**src/rtl/wshb_arb_pkg.sv**
```systemverilog
// Shared types and constants for the two-master SDRAM Wishbone arbiter.
// Grant encoding and cycle-type constants used by the arbiter and its users.
package wshb_arb_pkg;

  typedef enum logic [1:0] {
    IDLE = 2'd0,
    GNT0 = 2'd1,
    GNT1 = 2'd2
  } arb_state_t;

  localparam logic [2:0] CTI_CLASSIC = 3'b000;
  localparam logic [2:0] CTI_INCR    = 3'b010;
  localparam logic [2:0] CTI_END     = 3'b111;

  localparam int unsigned TIMEOUT_DEFAULT = 1024;

  // One-hot owner view of the arbiter state, bit0 = M0, bit1 = M1.
  function automatic logic [1:0] grant_of(input logic [1:0] st);
    return {st == GNT1, st == GNT0};
  endfunction

endpackage

```
**src/rtl/wshb_if.sv**
```systemverilog
// Wishbone B4 bus bundle (32-bit data, byte address) with master/slave views.
// Handshake: a beat completes in the cycle where cyc & stb are high together with
// exactly one of ack/err/rty; the master holds stb and its controls until then.
interface wshb_if;

  logic        cyc;
  logic        stb;
  logic        we;
  logic [31:0] adr;
  logic [31:0] dat_ms;
  logic [31:0] dat_sm;
  logic [3:0]  sel;
  logic [2:0]  cti;
  logic [1:0]  bte;
  logic        ack;
  logic        err;
  logic        rty;

  modport master (
    output cyc, stb, we, adr, dat_ms, sel, cti, bte,
    input  dat_sm, ack, err, rty
  );

  modport slave (
    input  cyc, stb, we, adr, dat_ms, sel, cti, bte,
    output dat_sm, ack, err, rty
  );

endinterface

```
**src/rtl/wshb_arb_watchdog.sv**
```systemverilog
// Per-grant watchdog: counts stb cycles with no slave response and emits a
// one-cycle fire pulse (err to owner, stb masked) after TIMEOUT such cycles.
module wshb_arb_watchdog #(
  parameter int unsigned TIMEOUT = 1024
) (
  input  logic sys_clk,
  input  logic sys_rst,
  input  logic clear,
  input  logic stb,
  input  logic resp,
  output logic fire
);

  localparam int unsigned W = (TIMEOUT > 2) ? $clog2(TIMEOUT) : 1;
  localparam logic [W-1:0] LAST = W'(TIMEOUT - 1);

  logic [W-1:0] cnt;

  // The fire cycle itself masks slave stb, so it never counts as a stall.
  always_ff @(posedge sys_clk or posedge sys_rst) begin
    if (sys_rst) begin
      cnt  <= '0;
      fire <= 1'b0;
    end else begin
      fire <= 1'b0;
      if (clear || resp) begin
        cnt <= '0;
      end else if (stb && !fire) begin
        if (cnt == LAST) begin
          cnt  <= '0;
          fire <= 1'b1;
        end else begin
          cnt <= cnt + 1'b1;
        end
      end
    end
  end

endmodule

```
**src/rtl/wshb_sdram_arbiter.sv**
```systemverilog
// Two-master round-robin (or M0-priority) arbiter in front of the SDRAM Wishbone
// slave port; grant is held for a whole bus cycle, hung accesses end with err.
module wshb_sdram_arbiter
  import wshb_arb_pkg::*;
#(
  parameter bit          PRIO_M0 = 1'b0,
  parameter int unsigned TIMEOUT = TIMEOUT_DEFAULT,
  parameter int unsigned CNT_W   = 16
) (
  input  logic             sys_clk,
  input  logic             sys_rst,
  wshb_if.slave            wshb_ifs0,
  wshb_if.slave            wshb_ifs1,
  wshb_if.master           wshb_ifm,
  output logic [1:0]       grant,
  output logic [CNT_W-1:0] ack_cnt0,
  output logic [CNT_W-1:0] ack_cnt1,
  output logic             timeout_evt
);

  localparam logic [1:0] ST_IDLE = IDLE;
  localparam logic [1:0] ST_GNT0 = GNT0;
  localparam logic [1:0] ST_GNT1 = GNT1;
  localparam logic [CNT_W-1:0] CNT_MAX = '1;

  logic [1:0] state;
  logic [1:0] state_nxt;
  logic       last_m1;
  logic       sel0;
  logic       sel1;
  logic       fire;
  logic       owner_stb;
  logic       slave_resp;
  logic       fwd_ack;
  logic       fwd_err;
  logic       fwd_rty;
  logic       dlv0;
  logic       dlv1;

  // A grant is released only when its owner drops cyc; the other master is
  // then taken directly, otherwise the arbiter rests in IDLE.
  always_comb begin
    state_nxt = state;
    case (state)
      ST_IDLE: begin
        if (wshb_ifs0.cyc && wshb_ifs1.cyc)
          state_nxt = (PRIO_M0 || last_m1) ? ST_GNT0 : ST_GNT1;
        else if (wshb_ifs0.cyc)
          state_nxt = ST_GNT0;
        else if (wshb_ifs1.cyc)
          state_nxt = ST_GNT1;
      end
      ST_GNT0: begin
        if (!wshb_ifs0.cyc)
          state_nxt = wshb_ifs1.cyc ? ST_GNT1 : ST_IDLE;
      end
      ST_GNT1: begin
        if (!wshb_ifs1.cyc)
          state_nxt = wshb_ifs0.cyc ? ST_GNT0 : ST_IDLE;
      end
      default: state_nxt = ST_IDLE;
    endcase
  end

  always_ff @(posedge sys_clk or posedge sys_rst) begin
    if (sys_rst) begin
      state   <= ST_IDLE;
      last_m1 <= 1'b1;
    end else begin
      state <= state_nxt;
      if (state_nxt != state) begin
        if (state_nxt == ST_GNT0) last_m1 <= 1'b0;
        if (state_nxt == ST_GNT1) last_m1 <= 1'b1;
      end
    end
  end

  assign sel0  = (state == ST_GNT0);
  assign sel1  = (state == ST_GNT1);
  assign grant = grant_of(state);

  // Request path is purely combinational so a granted cycle sees no wait states.
  always_comb begin
    wshb_ifm.cyc    = 1'b0;
    wshb_ifm.stb    = 1'b0;
    wshb_ifm.we     = 1'b0;
    wshb_ifm.adr    = '0;
    wshb_ifm.dat_ms = '0;
    wshb_ifm.sel    = '0;
    wshb_ifm.cti    = CTI_CLASSIC;
    wshb_ifm.bte    = '0;
    if (sel0) begin
      wshb_ifm.cyc    = wshb_ifs0.cyc;
      wshb_ifm.stb    = wshb_ifs0.stb & ~fire;
      wshb_ifm.we     = wshb_ifs0.we;
      wshb_ifm.adr    = wshb_ifs0.adr;
      wshb_ifm.dat_ms = wshb_ifs0.dat_ms;
      wshb_ifm.sel    = wshb_ifs0.sel;
      wshb_ifm.cti    = wshb_ifs0.cti;
      wshb_ifm.bte    = wshb_ifs0.bte;
    end else if (sel1) begin
      wshb_ifm.cyc    = wshb_ifs1.cyc;
      wshb_ifm.stb    = wshb_ifs1.stb & ~fire;
      wshb_ifm.we     = wshb_ifs1.we;
      wshb_ifm.adr    = wshb_ifs1.adr;
      wshb_ifm.dat_ms = wshb_ifs1.dat_ms;
      wshb_ifm.sel    = wshb_ifs1.sel;
      wshb_ifm.cti    = wshb_ifs1.cti;
      wshb_ifm.bte    = wshb_ifs1.bte;
    end
  end

  // During a watchdog fire the owner sees only err, whatever the slave returns.
  assign fwd_ack = wshb_ifm.ack & ~fire;
  assign fwd_err = wshb_ifm.err | fire;
  assign fwd_rty = wshb_ifm.rty & ~fire;

  assign wshb_ifs0.ack    = sel0 & fwd_ack;
  assign wshb_ifs0.err    = sel0 & fwd_err;
  assign wshb_ifs0.rty    = sel0 & fwd_rty;
  assign wshb_ifs0.dat_sm = wshb_ifm.dat_sm;

  assign wshb_ifs1.ack    = sel1 & fwd_ack;
  assign wshb_ifs1.err    = sel1 & fwd_err;
  assign wshb_ifs1.rty    = sel1 & fwd_rty;
  assign wshb_ifs1.dat_sm = wshb_ifm.dat_sm;

  assign owner_stb  = (sel0 & wshb_ifs0.stb) | (sel1 & wshb_ifs1.stb);
  assign slave_resp = wshb_ifm.ack | wshb_ifm.err | wshb_ifm.rty;

  wshb_arb_watchdog #(
    .TIMEOUT (TIMEOUT)
  ) u_watchdog (
    .sys_clk (sys_clk),
    .sys_rst (sys_rst),
    .clear   (state_nxt != state),
    .stb     (owner_stb),
    .resp    (slave_resp),
    .fire    (fire)
  );

  assign timeout_evt = fire;

  assign dlv0 = sel0 & fwd_ack;
  assign dlv1 = sel1 & fwd_ack;

  always_ff @(posedge sys_clk or posedge sys_rst) begin
    if (sys_rst) begin
      ack_cnt0 <= '0;
      ack_cnt1 <= '0;
    end else begin
      if (dlv0 && ack_cnt0 != CNT_MAX) ack_cnt0 <= ack_cnt0 + 1'b1;
      if (dlv1 && ack_cnt1 != CNT_MAX) ack_cnt1 <= ack_cnt1 + 1'b1;
    end
  end

endmodule

```
**src/flat_wrapper.sv**
```systemverilog
// flat-port wrapper written by rule: the top's interface ports become plain ports
module wshb_sdram_arbiter_flat import wshb_arb_pkg::*;
#(
  parameter bit          PRIO_M0 = 1'b0,
  parameter int unsigned TIMEOUT = TIMEOUT_DEFAULT,
  parameter int unsigned CNT_W   = 16
)
  (sys_clk, sys_rst, grant, ack_cnt0, ack_cnt1, timeout_evt, wshb_ifs0_cyc, wshb_ifs0_stb, wshb_ifs0_we, wshb_ifs0_adr, wshb_ifs0_dat_ms, wshb_ifs0_sel, wshb_ifs0_cti, wshb_ifs0_bte, wshb_ifs0_dat_sm, wshb_ifs0_ack, wshb_ifs0_err, wshb_ifs0_rty, wshb_ifs1_cyc, wshb_ifs1_stb, wshb_ifs1_we, wshb_ifs1_adr, wshb_ifs1_dat_ms, wshb_ifs1_sel, wshb_ifs1_cti, wshb_ifs1_bte, wshb_ifs1_dat_sm, wshb_ifs1_ack, wshb_ifs1_err, wshb_ifs1_rty, wshb_ifm_cyc, wshb_ifm_stb, wshb_ifm_we, wshb_ifm_adr, wshb_ifm_dat_ms, wshb_ifm_sel, wshb_ifm_cti, wshb_ifm_bte, wshb_ifm_dat_sm, wshb_ifm_ack, wshb_ifm_err, wshb_ifm_rty);
  wshb_if wshb_ifs0_i ();
  wshb_if wshb_ifs1_i ();
  wshb_if wshb_ifm_i ();
  input  logic sys_clk;
  input  logic sys_rst;
  output logic [1:0] grant;
  output logic [CNT_W-1:0] ack_cnt0;
  output logic [CNT_W-1:0] ack_cnt1;
  output logic timeout_evt;
  input wire logic [$bits(wshb_ifs0_i.cyc)-1:0] wshb_ifs0_cyc;
  input wire logic [$bits(wshb_ifs0_i.stb)-1:0] wshb_ifs0_stb;
  input wire logic [$bits(wshb_ifs0_i.we)-1:0] wshb_ifs0_we;
  input wire logic [$bits(wshb_ifs0_i.adr)-1:0] wshb_ifs0_adr;
  input wire logic [$bits(wshb_ifs0_i.dat_ms)-1:0] wshb_ifs0_dat_ms;
  input wire logic [$bits(wshb_ifs0_i.sel)-1:0] wshb_ifs0_sel;
  input wire logic [$bits(wshb_ifs0_i.cti)-1:0] wshb_ifs0_cti;
  input wire logic [$bits(wshb_ifs0_i.bte)-1:0] wshb_ifs0_bte;
  output wire logic [$bits(wshb_ifs0_i.dat_sm)-1:0] wshb_ifs0_dat_sm;
  output wire logic [$bits(wshb_ifs0_i.ack)-1:0] wshb_ifs0_ack;
  output wire logic [$bits(wshb_ifs0_i.err)-1:0] wshb_ifs0_err;
  output wire logic [$bits(wshb_ifs0_i.rty)-1:0] wshb_ifs0_rty;
  input wire logic [$bits(wshb_ifs1_i.cyc)-1:0] wshb_ifs1_cyc;
  input wire logic [$bits(wshb_ifs1_i.stb)-1:0] wshb_ifs1_stb;
  input wire logic [$bits(wshb_ifs1_i.we)-1:0] wshb_ifs1_we;
  input wire logic [$bits(wshb_ifs1_i.adr)-1:0] wshb_ifs1_adr;
  input wire logic [$bits(wshb_ifs1_i.dat_ms)-1:0] wshb_ifs1_dat_ms;
  input wire logic [$bits(wshb_ifs1_i.sel)-1:0] wshb_ifs1_sel;
  input wire logic [$bits(wshb_ifs1_i.cti)-1:0] wshb_ifs1_cti;
  input wire logic [$bits(wshb_ifs1_i.bte)-1:0] wshb_ifs1_bte;
  output wire logic [$bits(wshb_ifs1_i.dat_sm)-1:0] wshb_ifs1_dat_sm;
  output wire logic [$bits(wshb_ifs1_i.ack)-1:0] wshb_ifs1_ack;
  output wire logic [$bits(wshb_ifs1_i.err)-1:0] wshb_ifs1_err;
  output wire logic [$bits(wshb_ifs1_i.rty)-1:0] wshb_ifs1_rty;
  output wire logic [$bits(wshb_ifm_i.cyc)-1:0] wshb_ifm_cyc;
  output wire logic [$bits(wshb_ifm_i.stb)-1:0] wshb_ifm_stb;
  output wire logic [$bits(wshb_ifm_i.we)-1:0] wshb_ifm_we;
  output wire logic [$bits(wshb_ifm_i.adr)-1:0] wshb_ifm_adr;
  output wire logic [$bits(wshb_ifm_i.dat_ms)-1:0] wshb_ifm_dat_ms;
  output wire logic [$bits(wshb_ifm_i.sel)-1:0] wshb_ifm_sel;
  output wire logic [$bits(wshb_ifm_i.cti)-1:0] wshb_ifm_cti;
  output wire logic [$bits(wshb_ifm_i.bte)-1:0] wshb_ifm_bte;
  input wire logic [$bits(wshb_ifm_i.dat_sm)-1:0] wshb_ifm_dat_sm;
  input wire logic [$bits(wshb_ifm_i.ack)-1:0] wshb_ifm_ack;
  input wire logic [$bits(wshb_ifm_i.err)-1:0] wshb_ifm_err;
  input wire logic [$bits(wshb_ifm_i.rty)-1:0] wshb_ifm_rty;
  assign wshb_ifs0_i.cyc = wshb_ifs0_cyc;
  assign wshb_ifs0_i.stb = wshb_ifs0_stb;
  assign wshb_ifs0_i.we = wshb_ifs0_we;
  assign wshb_ifs0_i.adr = wshb_ifs0_adr;
  assign wshb_ifs0_i.dat_ms = wshb_ifs0_dat_ms;
  assign wshb_ifs0_i.sel = wshb_ifs0_sel;
  assign wshb_ifs0_i.cti = wshb_ifs0_cti;
  assign wshb_ifs0_i.bte = wshb_ifs0_bte;
  assign wshb_ifs0_dat_sm = wshb_ifs0_i.dat_sm;
  assign wshb_ifs0_ack = wshb_ifs0_i.ack;
  assign wshb_ifs0_err = wshb_ifs0_i.err;
  assign wshb_ifs0_rty = wshb_ifs0_i.rty;
  assign wshb_ifs1_i.cyc = wshb_ifs1_cyc;
  assign wshb_ifs1_i.stb = wshb_ifs1_stb;
  assign wshb_ifs1_i.we = wshb_ifs1_we;
  assign wshb_ifs1_i.adr = wshb_ifs1_adr;
  assign wshb_ifs1_i.dat_ms = wshb_ifs1_dat_ms;
  assign wshb_ifs1_i.sel = wshb_ifs1_sel;
  assign wshb_ifs1_i.cti = wshb_ifs1_cti;
  assign wshb_ifs1_i.bte = wshb_ifs1_bte;
  assign wshb_ifs1_dat_sm = wshb_ifs1_i.dat_sm;
  assign wshb_ifs1_ack = wshb_ifs1_i.ack;
  assign wshb_ifs1_err = wshb_ifs1_i.err;
  assign wshb_ifs1_rty = wshb_ifs1_i.rty;
  assign wshb_ifm_cyc = wshb_ifm_i.cyc;
  assign wshb_ifm_stb = wshb_ifm_i.stb;
  assign wshb_ifm_we = wshb_ifm_i.we;
  assign wshb_ifm_adr = wshb_ifm_i.adr;
  assign wshb_ifm_dat_ms = wshb_ifm_i.dat_ms;
  assign wshb_ifm_sel = wshb_ifm_i.sel;
  assign wshb_ifm_cti = wshb_ifm_i.cti;
  assign wshb_ifm_bte = wshb_ifm_i.bte;
  assign wshb_ifm_i.dat_sm = wshb_ifm_dat_sm;
  assign wshb_ifm_i.ack = wshb_ifm_ack;
  assign wshb_ifm_i.err = wshb_ifm_err;
  assign wshb_ifm_i.rty = wshb_ifm_rty;
  wshb_sdram_arbiter #(.PRIO_M0(PRIO_M0), .TIMEOUT(TIMEOUT), .CNT_W(CNT_W)) u_core (.sys_clk(sys_clk), .sys_rst(sys_rst), .wshb_ifs0(wshb_ifs0_i), .wshb_ifs1(wshb_ifs1_i), .wshb_ifm(wshb_ifm_i), .grant(grant), .ack_cnt0(ack_cnt0), .ack_cnt1(ack_cnt1), .timeout_evt(timeout_evt));
endmodule
```
**config.mk**
```make
export PLATFORM = sky130hd
export DESIGN_NAME = wshb_sdram_arbiter_flat
export DESIGN_NICKNAME = d
export VERILOG_FILES = /design/src/rtl/wshb_arb_pkg.sv /design/src/rtl/wshb_if.sv /design/src/rtl/wshb_arb_watchdog.sv /design/src/rtl/wshb_sdram_arbiter.sv /design/src/flat_wrapper.sv
export SDC_FILE = /design/constraint.sdc
export NUM_CORES = 1
export LEC_CHECK = 0
export BUFFER_PORTS_ARGS = -buffer_cell sky130_fd_sc_hd__buf_4
export CORE_AREA = 2 2 143 145
export CTS_BUF_LIST = sky130_fd_sc_hd__clkbuf_4 sky130_fd_sc_hd__clkbuf_8
export CTS_CLUSTER_DIAMETER = 30
export CTS_CLUSTER_SIZE = 30
export DETAILED_ROUTE_END_ITERATION = 7
export DIE_AREA = 0 0 145 147
export GPL_TIMING_DRIVEN = 1
export PLACE_DENSITY_LB_ADDON = 0.1
export SLEW_MARGIN = 5
export SYNTH_ARGS = -nofsm -noshare
export SYNTH_HDL_FRONTEND = slang
export SYNTH_HIERARCHICAL = 1
export SYNTH_SLANG_ARGS = --single-unit
```
**constraint.sdc**
```tcl
create_clock -name sys_clk -period 5.9 [get_ports sys_clk]
set_input_delay 1.18 -clock sys_clk [delete_from_list [all_inputs] [get_ports sys_clk]]
set_output_delay 1.18 -clock sys_clk [all_outputs]
set_load 0.05 [all_outputs]
```
Word-level counts from Yosys, hierarchy flattened
Index checks and enable logic that the tools add are counted.
W data, S select, Z words.
{"block": "totals", "register_bits": 46, "latch_bits": 0, "ram_bits": 0, "mem_bits_ro": 0, "in_bits": 189, "out_inout_bits": 181, "word_cells": 77, "mem_count": 0}
{"block": "op_classes", "n_addsub": 3, "mul": 0, "n_div": 0, "magnitude_cmp": 0, "eq_ne": 8, "n_shift": 0, "n_mux": 33, "bitwise_logic": 17, "reduce_logical": 10}
{"operator": "$mux W32", "count": 4}
{"operator": "$add A16 B1 Y16 const B", "count": 2}
{"operator": "$ne A16 B16 Y1 const B", "count": 2}
{"operator": "$mux W10", "count": 3}
{"operator": "$mux W2", "count": 9}
{"operator": "$and A1 B1 Y1", "count": 12}
{"operator": "$mux W1", "count": 12}
{"operator": "$add A10 B1 Y10 const B", "count": 1}
{"operator": "$eq A10 B10 Y1 const B", "count": 1}
{"operator": "$mux W4", "count": 2}
{"operator": "$mux W3", "count": 2}
{"operator": "$pmux W2 S3", "count": 1}
{"operator": "$eq A2 B1 Y1 const B", "count": 2}
{"operator": "$eq A2 B2 Y1 const B", "count": 2}
{"operator": "$logic_and A1 B1 Y1", "count": 4}
{"operator": "$or A1 B1 Y1", "count": 4}
{"operator": "$reduce_bool A2 Y1", "count": 2}
{"operator": "$logic_not A2 Y1", "count": 1}
{"operator": "$ne A2 B2 Y1", "count": 1}
{"operator": "$reduce_and A2 Y1", "count": 1}
{"operator": "$logic_not A1 Y1", "count": 1}
{"operator": "$logic_or A1 B1 Y1", "count": 1}
{"operator": "$not A1 Y1", "count": 1}

Depth between registers and ports, before layout
{"block": "logic_depth", "depth_word": 7, "ltp_mapped": 9, "ltp_nobuf": 7}

Modules after synthesis
Netlist, hierarchy kept.
{"mod": "wshb_sdram_arbiter", "n_inst": 1, "cells_per_inst": 329, "area_per_inst_um2": 3056.7, "seq_area_each_um2": 877.1}
{"mod": "wshb_arb_watchdog", "n_inst": 1, "cells_per_inst": 60, "area_per_inst_um2": 575.6, "seq_area_each_um2": 275.3}

Worst setup path after synthesis
Ideal clock, no wire load.
{"block": "synth_timing", "path_kind": "input -> output", "startpoint": "input port wshb_ifs1_stb", "endpoint": "output port wshb_ifm_stb", "arrival_time_ns": 2.060, "required_ns": 4.720, "path_slack_ns": 2.660, "stages": 2, "n_path_buf": 0, "path_cell_list": "a22o_1 -> nor2b_1"}
{"block": "synth_via", "elab_chain_cells": 3}
{"item": "start: declaration", "line_no": "flat_wrapper.sv:31", "text": "input wire logic [$bits(wshb_ifs1_i.stb)-1:0] wshb_ifs1_stb;"}
{"item": "$and A1 B1 Y1", "line_no": "wshb_sdram_arbiter.sv:103", "text": "wshb_ifm.stb = wshb_ifs1.stb & ~fire;"}
{"item": "$mux W1", "line_no": "wshb_sdram_arbiter.sv:101", "text": "end else if (sel1) begin"}
{"item": "$mux W1", "line_no": "wshb_sdram_arbiter.sv:92", "text": "if (sel0) begin"}
{"item": "end: declaration", "line_no": "flat_wrapper.sv:43", "text": "output wire logic [$bits(wshb_ifm_i.stb)-1:0] wshb_ifm_stb;"}
Every way passes these cells.

Worst setup path after layout
{"block": "layout_timing", "startpoint": "register u_core.state[1]", "endpoint": "output port wshb_ifm_dat_ms[22]"}
{"block": "layout_via", "elab_chain_cells": 3, "word_cells_on_any_way": 4, "cone_classes": "eq/ne (2); mux (2)"}
{"item": "start: declaration", "line_no": "wshb_sdram_arbiter.sv:26", "text": "logic [1:0] state;"}
{"item": "start signal: assignment", "line_no": "wshb_sdram_arbiter.sv:70", "text": "state <= state_nxt;"}
{"item": "$eq A2 B2 Y1", "line_no": "wshb_sdram_arbiter.sv:79", "text": "assign sel1 = (state == ST_GNT1);"}
{"item": "$mux W32", "line_no": "wshb_sdram_arbiter.sv:101"}
{"item": "$mux W32 (*)", "line_no": "wshb_sdram_arbiter.sv:92"}
{"item": "end: declaration", "line_no": "flat_wrapper.sv:46", "text": "output wire logic [$bits(wshb_ifm_i.dat_ms)-1:0] wshb_ifm_dat_ms;"}
Mark *: on every way between the ends. The rest lies on a longest branch, timed or not.

==> results.txt <==
CP arrival = 2.57 ns
Setup_tns = 0 ns
Antenna Nets Post-Route = 0
First-pass GRT wire length = 26.30 mm
CTS sink cnt = 46
Yosys reg bits = 46
WP buf/inv = 2
Reg2Reg Setup Slack = 2.75 ns
Nets = 779
Final Util = 28.23%
Sequential share of the synthesized area = 31.73%
Starting Density = 18.30%
Sw Share = 51.59%
Cell family with most CP delay = buffers and inverters
Int Pwr = 857.8 uW
Post-Syn Area = 3632 um2
Clk root buf = clkbuf_8
Total CTS buffers = 5
Post-synth EDFFs = 0
DRC = 0
TritonCTS clock tree = yes
Setup Fix Bufs, Post-CTS = 0
Slew headroom = 51.64%
Max Cap Viol = 0
Worst-case clock buffer depth = 2
Clock slew at reported path FFs = 0.09 ns
Outcome = finished clean
Area occupied by multi-input gates = 1889 um2
WP data required = 4.72 ns
Largest cells by area after synthesis = dfrtp_1 31%, a22o_1 19%, buf_4 14%
Crit path top cell by count = buf_4
Tcrit/Tclk final = 63.58%
Maximum VDD drop = 0.1885 mV
Die area = 21320 um2
Seq. cell area = 1152 um2
Vias in the first global route = 3927
Top post-synthesis cells by count = 77 x a22o_1, 67 x buf_4, 45 x dfrtp_1
Via count = 3918
Synth cell types = 47
Asr flop ratio synth = 100.0%
Crit-path max FO = 48
Yosys warns = 6
Clock Latency Late Sink = 0.30 ns
Row cnt = 52
Pwr/cell area = 316.2 nW/um2
Switch Pwr = 914.0 uW
Post-route insts no fill = 858
Fillers = 2166
Critical-path top delay cell = and2b_2
Finished Cell Area = 5603 um2
Mean post-synth cell area = 9.337 um2
Post-DR wirelength/cell = 21.37 um
Area growth syn-to-layout = 54.25%
Sequential share of power = 22.7%
Hold/Removal Path Class = flop to flop
DP HPWL = 15.57 mm
Syn Inst Count = 389
CP Launch Type = flop
Crit path kind = flop to output port
Largest stage delay on the critical path = 0.73 ns
Clk pwr share = 13.7%
Placed Area = 5487 um2
Synth area leader = dfrtp_1
Static leakage = 0.002899 uW
CTS resizes = 0
Final Critical Period = 3.751 ns
Total routed wirelength = 18.34 mm
Unrepaired setup endpoints after global routing = false
Total core area = 19840 um2
Final Hold Vio Count = 0
H-tree levels = 2
Skew final = 0.01105 ns
GRT overflow = 0
Top-area cell type share of the netlist area = 31.00%
Logic pwr share = 63.5%
Die height = 147 um
Layout cells sized above 1 = 50.94%
Final setup violation count = 0
Synthesized net count = 582
Count leader, synth = a22o_1
DR iter-0 viols = 139
Power, Total = 1772 uW
DR pass1 iterations = 5
IO Port Bufs = 273
Cts hold-fix bufs = 0
GRT Util Overall = 16.45%
Initial antenna violation count = 1
Via density = 4.566
Crit. End Element = output port
IO Count = 370
RePlAce Congestion = 0.9043
Most used DFF post-synth = dfrtp_1
FMAX = 266.6 MHz
Worst Tran Pin Value = 0.7255 ns
Die Wd = 145 um
Largest net degree at the start of global routing = 55
Slew Limit Fails = 0
Worst path cell trace = and2b_2 > buf_4 > a22o_1 > buf_4
Placed Instances = 849
layer usage:
metal | global-route usage, % | up-vias | wire (um)
li1 | - | 1774 | -
met1 | 19.69 | 1884 | 7347
met2 | 26.24 | 243 | 8472
met3 | 8.758 | 17 | 2225
met4 | 3.564 | 0 | 291
met5 | 0 | - | 0
metrics by stage:
step / setup WS, ns / hold WS (ns)
5_1_grt: 1.997 / 0.5366
4_1_cts: 2.119 / 0.5087
6_report: 2.149 / 0.5081
3_5_place_dp: 2.432 / 0.4929
3_3_place_gp: 2.543 / 0.4963
2_1_floorplan: 2.660 / 0.4998
worst register-to-register path, cell delays in order (launching register included):
cell	delay (ns)
dfrtp_1	0.45
and2b_2	0.73
buf_4	0.58
a21oi_1	0.19
or4b_1	0.60
a31oi_1	0.34
mux2_2	0.22
cells by family (layout without fill, tap and decap cells):
| kind of cell | count (synthesis) | after routing | synth area share (%) |
|---|---|---|---|
| buffers and inverters | 92 | 290 | 16.50 |
| multiplexers | 5 | 5 | 1.550 |
| flip-flops | 46 | 46 | 31.73 |
| other | 0 | 1 | 0 |
| AO/OA/AOI/OAI | 92 | 92 | 21.12 |
| AND/OR/NAND/NOR | 118 | 118 | 20.01 |
| adder cells (fa/ha/maj) | 4 | 4 | 1.378 |
| XOR/XNOR | 32 | 32 | 7.716 |
layout by cell type (no fill, tap or decap), types with 6 or more instances in the layout:
cell type  Yosys  routed
nor2_1        14      14
nand4_1       12      12
dfrtp_1       45      45
xor2_1        26      26
buf_4         67     275
nand2_1       19      19
nor3_1        18      18
a22o_1        77      77
nand3_1       11      11
xnor2_1        6       6
registers in the layout (all words and copies together), names as in the netlist:
name and flops:
u_core/ack_cnt0 16, u_core/state 2, u_core/ack_cnt1 16, u_core/u_watchdog/cnt 10, u_core/u_watchdog/fire 1, u_core/last_m1 1
worst paths after layout:
check	endpoint	depth (start not counted)	startpoint
min	u_core/ack_cnt1[10]	1	u_core/ack_cnt1[10]
max	wshb_ifm_dat_ms[22]	4	u_core/state[1]
max in group asynchronous	u_core/last_m1	3	sys_rst
max reg2reg	u_core/u_watchdog/cnt[0]	6	u_core/state[1]
min reg2reg	u_core/ack_cnt1[10]	1	u_core/ack_cnt1[10]
min in group asynchronous	u_core/u_watchdog/cnt[0]	2	sys_rst
power by group through the flow:
stage | sequential [uW] | clock [uW] | combinational, uW
2_1_floorplan | 500 | 0 | 767
3_3_place_gp | 407 | 0 | 1130
3_5_place_dp | 409 | 0 | 1130
4_1_cts | 404 | 257 | 1130
5_1_grt | 411 | 271 | 1180
6_report | 403 | 243 | 1130
area by class of cell:
| cell class | instances | share of cell area (%) |
|---|---|---|
| clock buffers | 6 | 1.362 |
| well taps | 270 | 6.029 |
| multi-input cells | 251 | 33.72 |
| repair buffers | 276 | 37.20 |
| clock inverters | 2 | 0.6699 |
| diodes | 1 | 0.04466 |
| flip-flops and latches | 46 | 20.57 |
| inverters | 6 | 0.4020 |
Note: power is estimated with default switching activity, not from simulation.
